File: config.mk
export PLATFORM = sky130hd
export DESIGN_NAME = frame_ram_arbiter
export DESIGN_NICKNAME = d
export VERILOG_FILES = /design/src/rtl/frame_arb_pkg.sv /design/src/rtl/arb_wr_fifo.sv /design/src/rtl/frame_ram_arbiter.sv
export SDC_FILE = /design/constraint.sdc
export NUM_CORES = 1
export LEC_CHECK = 0
export ABC_AREA = 1
export ABC_CLOCK_PERIOD_IN_PS = 2440
export BUFFER_PORTS_ARGS = -buffer_cell sky130_fd_sc_hd__buf_2
export CORE_ASPECT_RATIO = 0.8
export CORE_UTILIZATION = 45
export CTS_CLUSTER_DIAMETER = 60
export DETAILED_ROUTE_END_ITERATION = 7
export GPL_TIMING_DRIVEN = 0
export PLACE_DENSITY = 0.62
export SYNTH_ARGS = -nofsm -noshare
export SYNTH_HDL_FRONTEND = slang
export SYNTH_SLANG_ARGS = --single-unit
File: constraint.sdc
create_clock -name clk -period 2.44 [get_ports clk]
set_input_delay 0.244 -clock clk [delete_from_list [all_inputs] [get_ports clk]]
set_output_delay 0.244 -clock clk [all_outputs]
set_load 0.01 [all_outputs]
File: src/rtl/frame_arb_pkg.sv
// Shared types and defaults for the frame RAM arbiter: FSM state encoding,
// default geometry of the 320x405-style frame buffer, pixel type and a
// saturating counter helper.
package frame_arb_pkg;

    localparam int          ADDR_W_DEF     = 17;
    localparam int          DATA_W_DEF     = 24;
    localparam int          FIFO_DEPTH_DEF = 4;
    localparam int unsigned ADDR_MAX_DEF   = 129599;
    localparam int          DROP_CNT_W     = 16;

    // Pixel packed as {B,G,R}
    typedef logic [DATA_W_DEF-1:0] pixel_t;

    typedef enum logic [1:0] {
        ST_IDLE  = 2'b00,
        ST_READ  = 2'b01,
        ST_WRITE = 2'b10
    } arb_state_t;

    // Increment that sticks at all-ones instead of wrapping
    function automatic logic [DROP_CNT_W-1:0] sat_inc(input logic [DROP_CNT_W-1:0] v);
        logic [DROP_CNT_W-1:0] r;
        if (v == {DROP_CNT_W{1'b1}}) begin
            r = v;
        end else begin
            r = v + {{(DROP_CNT_W-1){1'b0}}, 1'b1};
        end
        return r;
    endfunction

endpackage

File: src/rtl/arb_wr_fifo.sv
// Write buffer for the frame RAM arbiter: small circular FIFO of
// {address, pixel} entries with registered full/empty flags.
// Pointers wrap naturally because DEPTH is a power of two.
module arb_wr_fifo #(
    parameter int ADDR_W = 17,
    parameter int DATA_W = 24,
    parameter int DEPTH  = 4
) (
    input  logic              clk_i,
    input  logic              rst_ni,
    input  logic              push_i,
    input  logic [ADDR_W-1:0] push_addr_i,
    input  logic [DATA_W-1:0] push_data_i,
    input  logic              pop_i,
    output logic [ADDR_W-1:0] head_addr_o,
    output logic [DATA_W-1:0] head_data_o,
    output logic              full_o,
    output logic              empty_o
);

    localparam int PTR_W = (DEPTH > 1) ? $clog2(DEPTH) : 1;
    localparam int CNT_W = PTR_W + 1;

    logic [ADDR_W-1:0] addr_mem_q [DEPTH];
    logic [DATA_W-1:0] data_mem_q [DEPTH];
    logic [PTR_W-1:0]  wr_ptr_q, wr_ptr_d;
    logic [PTR_W-1:0]  rd_ptr_q, rd_ptr_d;
    logic [CNT_W-1:0]  count_q, count_d;
    logic              full_q, empty_q;
    logic              push_s, pop_s;

    // A push while full is only accepted when a pop frees a slot in the same cycle
    assign push_s = push_i & (~full_q | pop_i);
    assign pop_s  = pop_i & ~empty_q;

    // Pointer and occupancy next-state
    always_comb begin
        wr_ptr_d = wr_ptr_q;
        rd_ptr_d = rd_ptr_q;
        count_d  = count_q;
        if (push_s) begin
            wr_ptr_d = wr_ptr_q + {{(PTR_W-1){1'b0}}, 1'b1};
        end else begin
            wr_ptr_d = wr_ptr_q;
        end
        if (pop_s) begin
            rd_ptr_d = rd_ptr_q + {{(PTR_W-1){1'b0}}, 1'b1};
        end else begin
            rd_ptr_d = rd_ptr_q;
        end
        case ({push_s, pop_s})
            2'b10:   count_d = count_q + {{(CNT_W-1){1'b0}}, 1'b1};
            2'b01:   count_d = count_q - {{(CNT_W-1){1'b0}}, 1'b1};
            default: count_d = count_q;
        endcase
    end

    // Pointer, occupancy and flag registers
    always_ff @(posedge clk_i or negedge rst_ni) begin
        if (!rst_ni) begin
            wr_ptr_q <= '0;
            rd_ptr_q <= '0;
            count_q  <= '0;
            full_q   <= 1'b0;
            empty_q  <= 1'b1;
        end else begin
            wr_ptr_q <= wr_ptr_d;
            rd_ptr_q <= rd_ptr_d;
            count_q  <= count_d;
            full_q   <= (count_d == CNT_W'(DEPTH));
            empty_q  <= (count_d == '0);
        end
    end

    // Entry storage; cleared on reset so no stale pixel can ever leave the buffer
    always_ff @(posedge clk_i or negedge rst_ni) begin
        if (!rst_ni) begin
            for (int i = 0; i < DEPTH; i++) begin
                addr_mem_q[i] <= '0;
                data_mem_q[i] <= '0;
            end
        end else if (push_s) begin
            addr_mem_q[wr_ptr_q] <= push_addr_i;
            data_mem_q[wr_ptr_q] <= push_data_i;
        end
    end

    assign head_addr_o = addr_mem_q[rd_ptr_q];
    assign head_data_o = data_mem_q[rd_ptr_q];
    assign full_o      = full_q;
    assign empty_o     = empty_q;

endmodule

File: src/rtl/frame_ram_arbiter.sv
// Frame RAM arbiter: shares one single-port frame RAM between the VGA read
// path (absolute priority, 2-cycle registered latency) and a buffered pixel
// write path. Writes are queued in arb_wr_fifo and drained when no read is
// requested. Optional macro FRAME_ARB_DROP_CNT_EN adds a saturating count of
// dropped (buffer full) and discarded (address out of range) writes.
module frame_ram_arbiter
    import frame_arb_pkg::*;
#(
    parameter int          ADDR_W     = ADDR_W_DEF,
    parameter int          DATA_W     = DATA_W_DEF,
    parameter int          FIFO_DEPTH = FIFO_DEPTH_DEF,
    parameter int unsigned ADDR_MAX   = ADDR_MAX_DEF
) (
    input  logic                  clk,
    input  logic                  reset,
    input  logic                  wr_valid,
    input  logic [ADDR_W-1:0]     wr_addr,
    input  logic [DATA_W-1:0]     wr_data,
    input  logic                  rd_req,
    input  logic [ADDR_W-1:0]     rd_addr,
    output logic [DATA_W-1:0]     rd_data,
    output logic                  rd_valid,
    output logic [ADDR_W-1:0]     ram_addr,
    output logic [DATA_W-1:0]     ram_wdata,
    output logic                  ram_we,
    input  logic [DATA_W-1:0]     ram_rdata,
`ifdef FRAME_ARB_DROP_CNT_EN
    output logic [DROP_CNT_W-1:0] drop_cnt,
`endif
    output logic                  wr_full
);

    // One extra bit so any ADDR_MAX up to the full address range compares correctly
    localparam logic [ADDR_W:0] ADDR_LIMIT = (ADDR_W+1)'(ADDR_MAX);

    arb_state_t        state_q, state_d;
    logic [ADDR_W-1:0] ram_addr_q, ram_addr_d;
    logic [DATA_W-1:0] ram_wdata_q, ram_wdata_d;
    logic              ram_we_q, ram_we_d;
    logic [DATA_W-1:0] rd_data_q, rd_data_d;
    logic              rd_valid_q, rd_valid_d;

    logic              addr_ok_s;
    logic              push_s, pop_s;
    logic              fifo_full_s, fifo_empty_s;
    logic [ADDR_W-1:0] head_addr_s;
    logic [DATA_W-1:0] head_data_s;

    assign addr_ok_s = ({1'b0, wr_addr} <= ADDR_LIMIT);
    // Push also when full if the arbiter drains the head in the same cycle
    assign push_s    = wr_valid & addr_ok_s & (~fifo_full_s | pop_s);

    arb_wr_fifo #(
        .ADDR_W (ADDR_W),
        .DATA_W (DATA_W),
        .DEPTH  (FIFO_DEPTH)
    ) u_wr_fifo (
        .clk_i       (clk),
        .rst_ni      (reset),
        .push_i      (push_s),
        .push_addr_i (wr_addr),
        .push_data_i (wr_data),
        .pop_i       (pop_s),
        .head_addr_o (head_addr_s),
        .head_data_o (head_data_s),
        .full_o      (fifo_full_s),
        .empty_o     (fifo_empty_s)
    );

    // Arbitration: read wins, otherwise drain one buffered write, otherwise idle
    always_comb begin
        state_d     = state_q;
        ram_addr_d  = ram_addr_q;
        ram_wdata_d = ram_wdata_q;
        ram_we_d    = 1'b0;
        pop_s       = 1'b0;
        if (rd_req) begin
            state_d    = ST_READ;
            ram_addr_d = rd_addr;
        end else if (!fifo_empty_s) begin
            state_d     = ST_WRITE;
            pop_s       = 1'b1;
            ram_addr_d  = head_addr_s;
            ram_wdata_d = head_data_s;
            ram_we_d    = 1'b1;
        end else begin
            state_d = ST_IDLE;
        end
    end

    // Read return: capture RAM data in the cycle after a read was issued
    always_comb begin
        rd_data_d  = rd_data_q;
        rd_valid_d = 1'b0;
        case (state_q)
            ST_READ: begin
                rd_data_d  = ram_rdata;
                rd_valid_d = 1'b1;
            end
            ST_IDLE, ST_WRITE: begin
                rd_data_d  = rd_data_q;
                rd_valid_d = 1'b0;
            end
            default: begin
                rd_data_d  = rd_data_q;
                rd_valid_d = 1'b0;
            end
        endcase
    end

    // State and registered RAM/read-port outputs
    always_ff @(posedge clk or negedge reset) begin
        if (!reset) begin
            state_q     <= ST_IDLE;
            ram_addr_q  <= '0;
            ram_wdata_q <= '0;
            ram_we_q    <= 1'b0;
            rd_data_q   <= '0;
            rd_valid_q  <= 1'b0;
        end else begin
            state_q     <= state_d;
            ram_addr_q  <= ram_addr_d;
            ram_wdata_q <= ram_wdata_d;
            ram_we_q    <= ram_we_d;
            rd_data_q   <= rd_data_d;
            rd_valid_q  <= rd_valid_d;
        end
    end

`ifdef FRAME_ARB_DROP_CNT_EN
    logic                  drop_s;
    logic [DROP_CNT_W-1:0] drop_cnt_q;

    // Any write strobe that does not land in the buffer is a drop
    assign drop_s = wr_valid & ~push_s;

    // Saturating drop counter
    always_ff @(posedge clk or negedge reset) begin
        if (!reset) begin
            drop_cnt_q <= '0;
        end else if (drop_s) begin
            drop_cnt_q <= sat_inc(drop_cnt_q);
        end else begin
            drop_cnt_q <= drop_cnt_q;
        end
    end

    assign drop_cnt = drop_cnt_q;
`endif

    assign ram_addr  = ram_addr_q;
    assign ram_wdata = ram_wdata_q;
    assign ram_we    = ram_we_q;
    assign rd_data   = rd_data_q;
    assign rd_valid  = rd_valid_q;
    assign wr_full   = fifo_full_s;

endmodule
**Word level (Yosys, flattened, before mapping)**

Cells that the tools add are included.

- Input port bits: 86
- Bits in registers: 242
- Word-level logic and storage cells: 65

- Add/sub/neg operators: 4
- Bitwise logic cells: 10
- Equal/unequal tests: 5
- Reduce and logical (&&, ||, !) cells: 3
- $lt $le $gt $ge: 4
- Muxes and demuxes: 20

Operators with widths:

| cell | count |
|---|---|
| $bwmux W96 | 1 |
| $mux W17 | 5 |
| $mux W24 | 3 |
| $bwmux W68 | 1 |
| $bmux W24 S2 | 1 |
| $demux W24 S2 | 1 |
| $bmux W17 S2 | 1 |
| $demux W17 S2 | 1 |
| $le A17 B17 Y1 const B | 1 |
| $ge A3 B3 Y1 const B | 2 |
| $not A2 Y3 | 2 |
| $pmux W3 S2 | 1 |
| $add A2 B1 Y2 const B | 2 |
| $and A1 B1 Y1 | 4 |
| $eq A2 B1 Y1 const B | 2 |
| $mux W2 | 2 |
| $add A3 B1 Y3 const B | 1 |
| $eq A3 B3 Y1 const B | 1 |
| $logic_not A3 Y1 | 1 |
| $lt A3 B1 Y1 const B | 1 |
| $mux W1 | 3 |
| $not A1 Y1 | 3 |
| $sub A3 B1 Y3 const B | 1 |
| $eq A2 B2 Y1 const B | 1 |
| 4 further kinds | 4 |

**Longest topological paths before layout**

- Depth in word-level cells: 8
- Gate-level depth with buffers: 15

**Hierarchy**

A second synthesis with hierarchy kept.

- Cells, all modules: 1,169
- Area, all modules: 10,980.5 um^2

Modules (own cells, without submodules):

| module | cells each | sequential area each (um^2) | area an instance (um^2) | instances |
|---|---|---|---|---|
| arb_wr_fifo | 848 | 4,330.4 | 8,082.8 | 1 |
| frame_ram_arbiter | 321 | 1,701.6 | 2,897.8 | 1 |

**Worst setup path before layout**

OpenSTA, ideal clock, no wires.

- Path type: register to register
- From: register u_wr_fifo.empty_q, in the netlist u_wr_fifo.empty_o
- To: register u_wr_fifo.empty_q, in the netlist u_wr_fifo.empty_o
- Path slack: 183 ps
- Stages on the path, launching flop included: 12
- Library setup time: 67 ps
- Arrival: 2,190 ps
- Period minus slack after synthesis: 2,257 ps
- Cell sequence: dfstp_2 nor2_4 nor2_1 nor2_4 buf_4 nand2_1 ha_1 fa_1 inv_1 o21ai_0 or2_2 nor2_1

- Longest elaborated chain between the ends: 8
- Elaborated cells on any way between the ends: 11
- Those cells by class: eq/ne: 2; mux: 3; bitwise: 5; reduce/logical: 1

RTL lines:

| element | line | source |
|---|---|---|
| from (decl) | arb_wr_fifo.sv:29 | `logic full_q, empty_q;` |
| from (signal assigned) | arb_wr_fifo.sv:71 | `empty_q <= (count_d == '0);` |
| $mux W1 | frame_ram_arbiter.sv:80 | `end else if (!fifo_empty_s) begin` |
| $mux W1 | frame_ram_arbiter.sv:77 | `if (rd_req) begin` |
| $or A1 B1 Y1 | arb_wr_fifo.sv:33, frame_ram_arbiter.sv:51 |  |
| $and A1 B1 Y1 | frame_ram_arbiter.sv:51 | `assign push_s = wr_valid & addr_ok_s & (~fifo_full_s \| pop_s);` |
| $and A1 B1 Y1 | arb_wr_fifo.sv:33 | `assign push_s = push_i & (~full_q \| pop_i);` |
| $eq A2 B1 Y1 or $eq A2 B2 Y1 (tied branches) | arb_wr_fifo.sv:51 | `case ({push_s, pop_s})` |
| $pmux W3 S2 * | arb_wr_fifo.sv:51 |  |
| net u_wr_fifo.count_d[1] | arb_wr_fifo.sv:28 | `logic [CNT_W-1:0] count_q, count_d;` |
| $logic_not A3 Y1 * | arb_wr_fifo.sv:71 |  |

Mark *: on every way through the listed nets, which the timed path passes. The rest lies on a longest branch.
A chain may end at the register's enable or synchronous reset.

**Final worst setup path**

Same ends and word-level chain as after synthesis.

==> qor.tcl <==
set qor(run_status) {complete, no violations}
set qor(netlist_instances) 1330
set qor(syn_avg_cell_area_um2) 8.237
set qor(gp_routability_congestion) 0.8709
set qor(clock_insertion_delay_worst_skew_ps) 530
set qor(fin_area_um2) 13620
set qor(synth_enable_flop_cells) 0
set qor(synthFlopType) {dfrtp_1}
set qor(final.setup.tns_ps) 0
set qor(post_drt_via_cell_ratio) 5.472
set qor(worst_slack_ps) 108.2
set qor(track_usage) 0.2797
set qor(tritoncts) {done}
set qor(fin_skew_ps) 12.97
set qor(leading_post_synthesis_cells_by_cell_area) {dfrtp_1 (55%), nand2_1 (16%), nand4_1 (9.6%)}
set qor(timing_hold_violations_final) 0
set qor(die_area_um2) 24980
set qor(timing.critical_path.to_type) {register}
set qor(core.rowCount) 50
set qor(port-buffer-count) 153
set qor(die-height_um) 141.6
set qor(power.density_nw_per_um2) 1274
set qor(period_needed_ps) 2332
set qor(syn2layout_area_growth_pct) 24.31
set qor(drv_cap) 0
set qor(grt_pass1_wl_um) 54170
set qor(drt-pass1-iter-count) 5
set qor(detail_route.drc_violations) 0
set qor(clk_transition_reported_paths_ps) 60
set qor(final_common_cell) {nand2_1}
set qor(cp.arrival_ps) 2800
set qor(synthDistinctLibCells) 24
set qor(grt_setup_unrepaired) {false}
set qor(netlist_area_um2) 10960
set qor(ys.warnings.count) 0
set qor(leakagePower_nw) 6.871
set qor(finalWirelength_um) 34800
set qor(dp_hpwl_um) 23570
set qor(route.vias.total) 10350
set qor(placed_cells) 1797
set qor(number_of_nets_produced_by_synthesis) 1422
set qor(start_util) 0.4633
set qor(antenna_cell_count) 0
set qor(netlist.area_leader.share) 0.5482
set qor(max-slew-margin-rel) 0.5134
set qor(startpoint_type) {register}
set qor(ir_worst_vdd_mv) 0.6691
set qor(io-pin-count) 154
set qor(design.final.nets) 1652
set qor(drt_iter0_drc) 1063
set qor(drt-wirelength-per-cell_um) 18.40
set qor(design.core.area_um2) 23650
set qor(postPlaceCellArea_um2) 12180
set qor(clock_tree.buffer_depth) 3
set qor(cts_inserted_buffers) 26
set qor(timing.hold.worst.class) {primary input to register}
set qor(post-place-ws_ps) -832.2
set qor(required_ps) 2910
set qor(report.final.setup_viol) 0
set qor(global_route.overflow_total) 0
set qor(ys_seq_elements) 241
set qor(timing_worst_setup_path_type) {register to register}
set qor(final_layout_size_suffix_gt1_frac) 0.1685
set qor(worst_slew_pin_slew_ps) 730.0
set qor(chipWidth_um) 176.4
set qor(timing.fmax_mhz) 428.8
set qor(postSynth.asyncResetShare) 1.000
set qor(ctsRootBufferMaster) {clkbuf_16}
set qor(cp_max_fo) 22
set qor(clock_sink_count) 241
set qor(h-tree-depth) 1
set qor(yosys.area.top_type) {dfrtp_1}
set qor(stdcell_count) 1891
set qor(grt_max_degree) 119
set qor(seq_area_frac_synth) 0.5506
set qor(final_min_period_over_clock_period) 0.9557
set qor(slew_viol_final) 0
set qor(grt_antenna_before_repair) 0
set qor(first_global_vias) 9746
set qor(detail-route-antenna-nets) 0
set qor(layout.cells.most_common_list) {nand2_1 (468), dfrtp_1 (240), buf_2 (199), nand4_1 (168), nor2_1 (159)}
cells in the mapped netlist, types with 2 or more instances:
| cell type | instances |
|---|---|
| nand4_1 | 168 |
| o22ai_1 | 16 |
| a31oi_1 | 24 |
| a21oi_1 | 5 |
| buf_2 | 48 |
| xor2_1 | 3 |
| ha_1 | 5 |
| buf_4 | 4 |
| nor2_1 | 161 |
| clkbuf_1 | 45 |
| nor2_4 | 2 |
| o21ai_0 | 81 |
| buf_1 | 15 |
| dfrtp_1 | 240 |
| nand2_1 | 469 |
| nand3_1 | 21 |
| inv_1 | 16 |
layout make-up:
class | count | area [um2]
Timing Repair Buffer | 204 | 1311
Tap cell | 312 | 390.4
Clock buffer | 33 | 738.2
Sequential cell | 241 | 6032
Multi-Input combinational cell | 959 | 4393
Clock inverter | 14 | 188.9
Fill cell | 2219 | 10030
Inverter | 17 | 63.81
Buffer | 111 | 501.7
metal layers:
metal | GRT usage | wire, um | share of wire
met3 | 0.04475 | 2848 | 0.082
met5 | 0 | 0 | 0
met4 | 0.07123 | 728 | 0.021
met1 | 0.4191 | 16390 | 0.47
met2 | 0.4223 | 14830 | 0.43
state kept, by name (all words and copies together) (netlist names), 2 cells and up:
name,count
u_wr_fifo.count_q,3
u_wr_fifo.rd_ptr_q,2
ram_wdata,24
u_wr_fifo.addr_mem_q,68
rd_data,24
u_wr_fifo.data_mem_q,96
ram_addr,17
u_wr_fifo.wr_ptr_q,2
final timing paths:
path | start | end | slack [ps] | cells past startpoint
max in group asynchronous | reset | u_wr_fifo.addr_mem_q[13]$_DFFE_PN0P_ | 930 | 4
worst min register to register | u_wr_fifo.data_mem_q[57]$_DFFE_PN0P_ | u_wr_fifo.data_mem_q[57]$_DFFE_PN0P_ | 460 | 2
worst max register to register | u_wr_fifo.empty_o$_DFF_PN1_ | u_wr_fifo.empty_o$_DFF_PN1_ | 110 | 8
min in group asynchronous | reset | ram_addr[3]$_DFFE_PN0P_ | 160 | 2
worst min-delay path | wr_data[11] | u_wr_fifo.data_mem_q[11]$_DFFE_PN0P_ | 10 | 3
worst max-delay path | u_wr_fifo.empty_o$_DFF_PN1_ | u_wr_fifo.empty_o$_DFF_PN1_ | 110 | 8
cell families (layout without fill, tap and decap cells):
group / after synthesis / count (layout) / synth area share
flops: 241 / 241 / 0.5506
buf+inv: 130 / 379 / 0.05208
simple gates: 823 / 823 / 0.3245
compound gates: 126 / 126 / 0.06213
xor+xnor: 4 / 4 / 0.003198
fa+ha+maj: 6 / 6 / 0.007538
report_power, final:
group          switching, mW  internal, mW
Combinational           4.31          2.19
Sequential             0.891          5.74
Clock                   1.65          2.57
what timing repair did:
item / 4_1_cts / 5_1_grt
endpoints found under the hold margin: 76 / 0
hold buffers: 45 / 0
buffers inserted: 4 / 0
setup endpoints to repair: 4 / 2
pin swaps: 2 / 4
gates resized for setup: 6 / 5
through the flow:
step,util,hold WS [ps],power (mW)
after floorplan,-,-51.59,10.60
after global placement,0.5122,364.9,12.83
after detailed placement,0.5149,116.1,13.00
after CTS,0.5753,1.644,17.32
after global routing,0.5759,21.20,18.52
final,0.5759,12.96,17.35
critical path, cell delays in order, from the launching register on:
cell and delay, ps:
dfstp_2 400, nor2_4 230, buf_4 390, ha_4 210, fa_2 420, inv_1 50
o21ai_0 90, or2_2 340, nor2_2 120
Note: power is estimated with default switching activity, not from simulation.
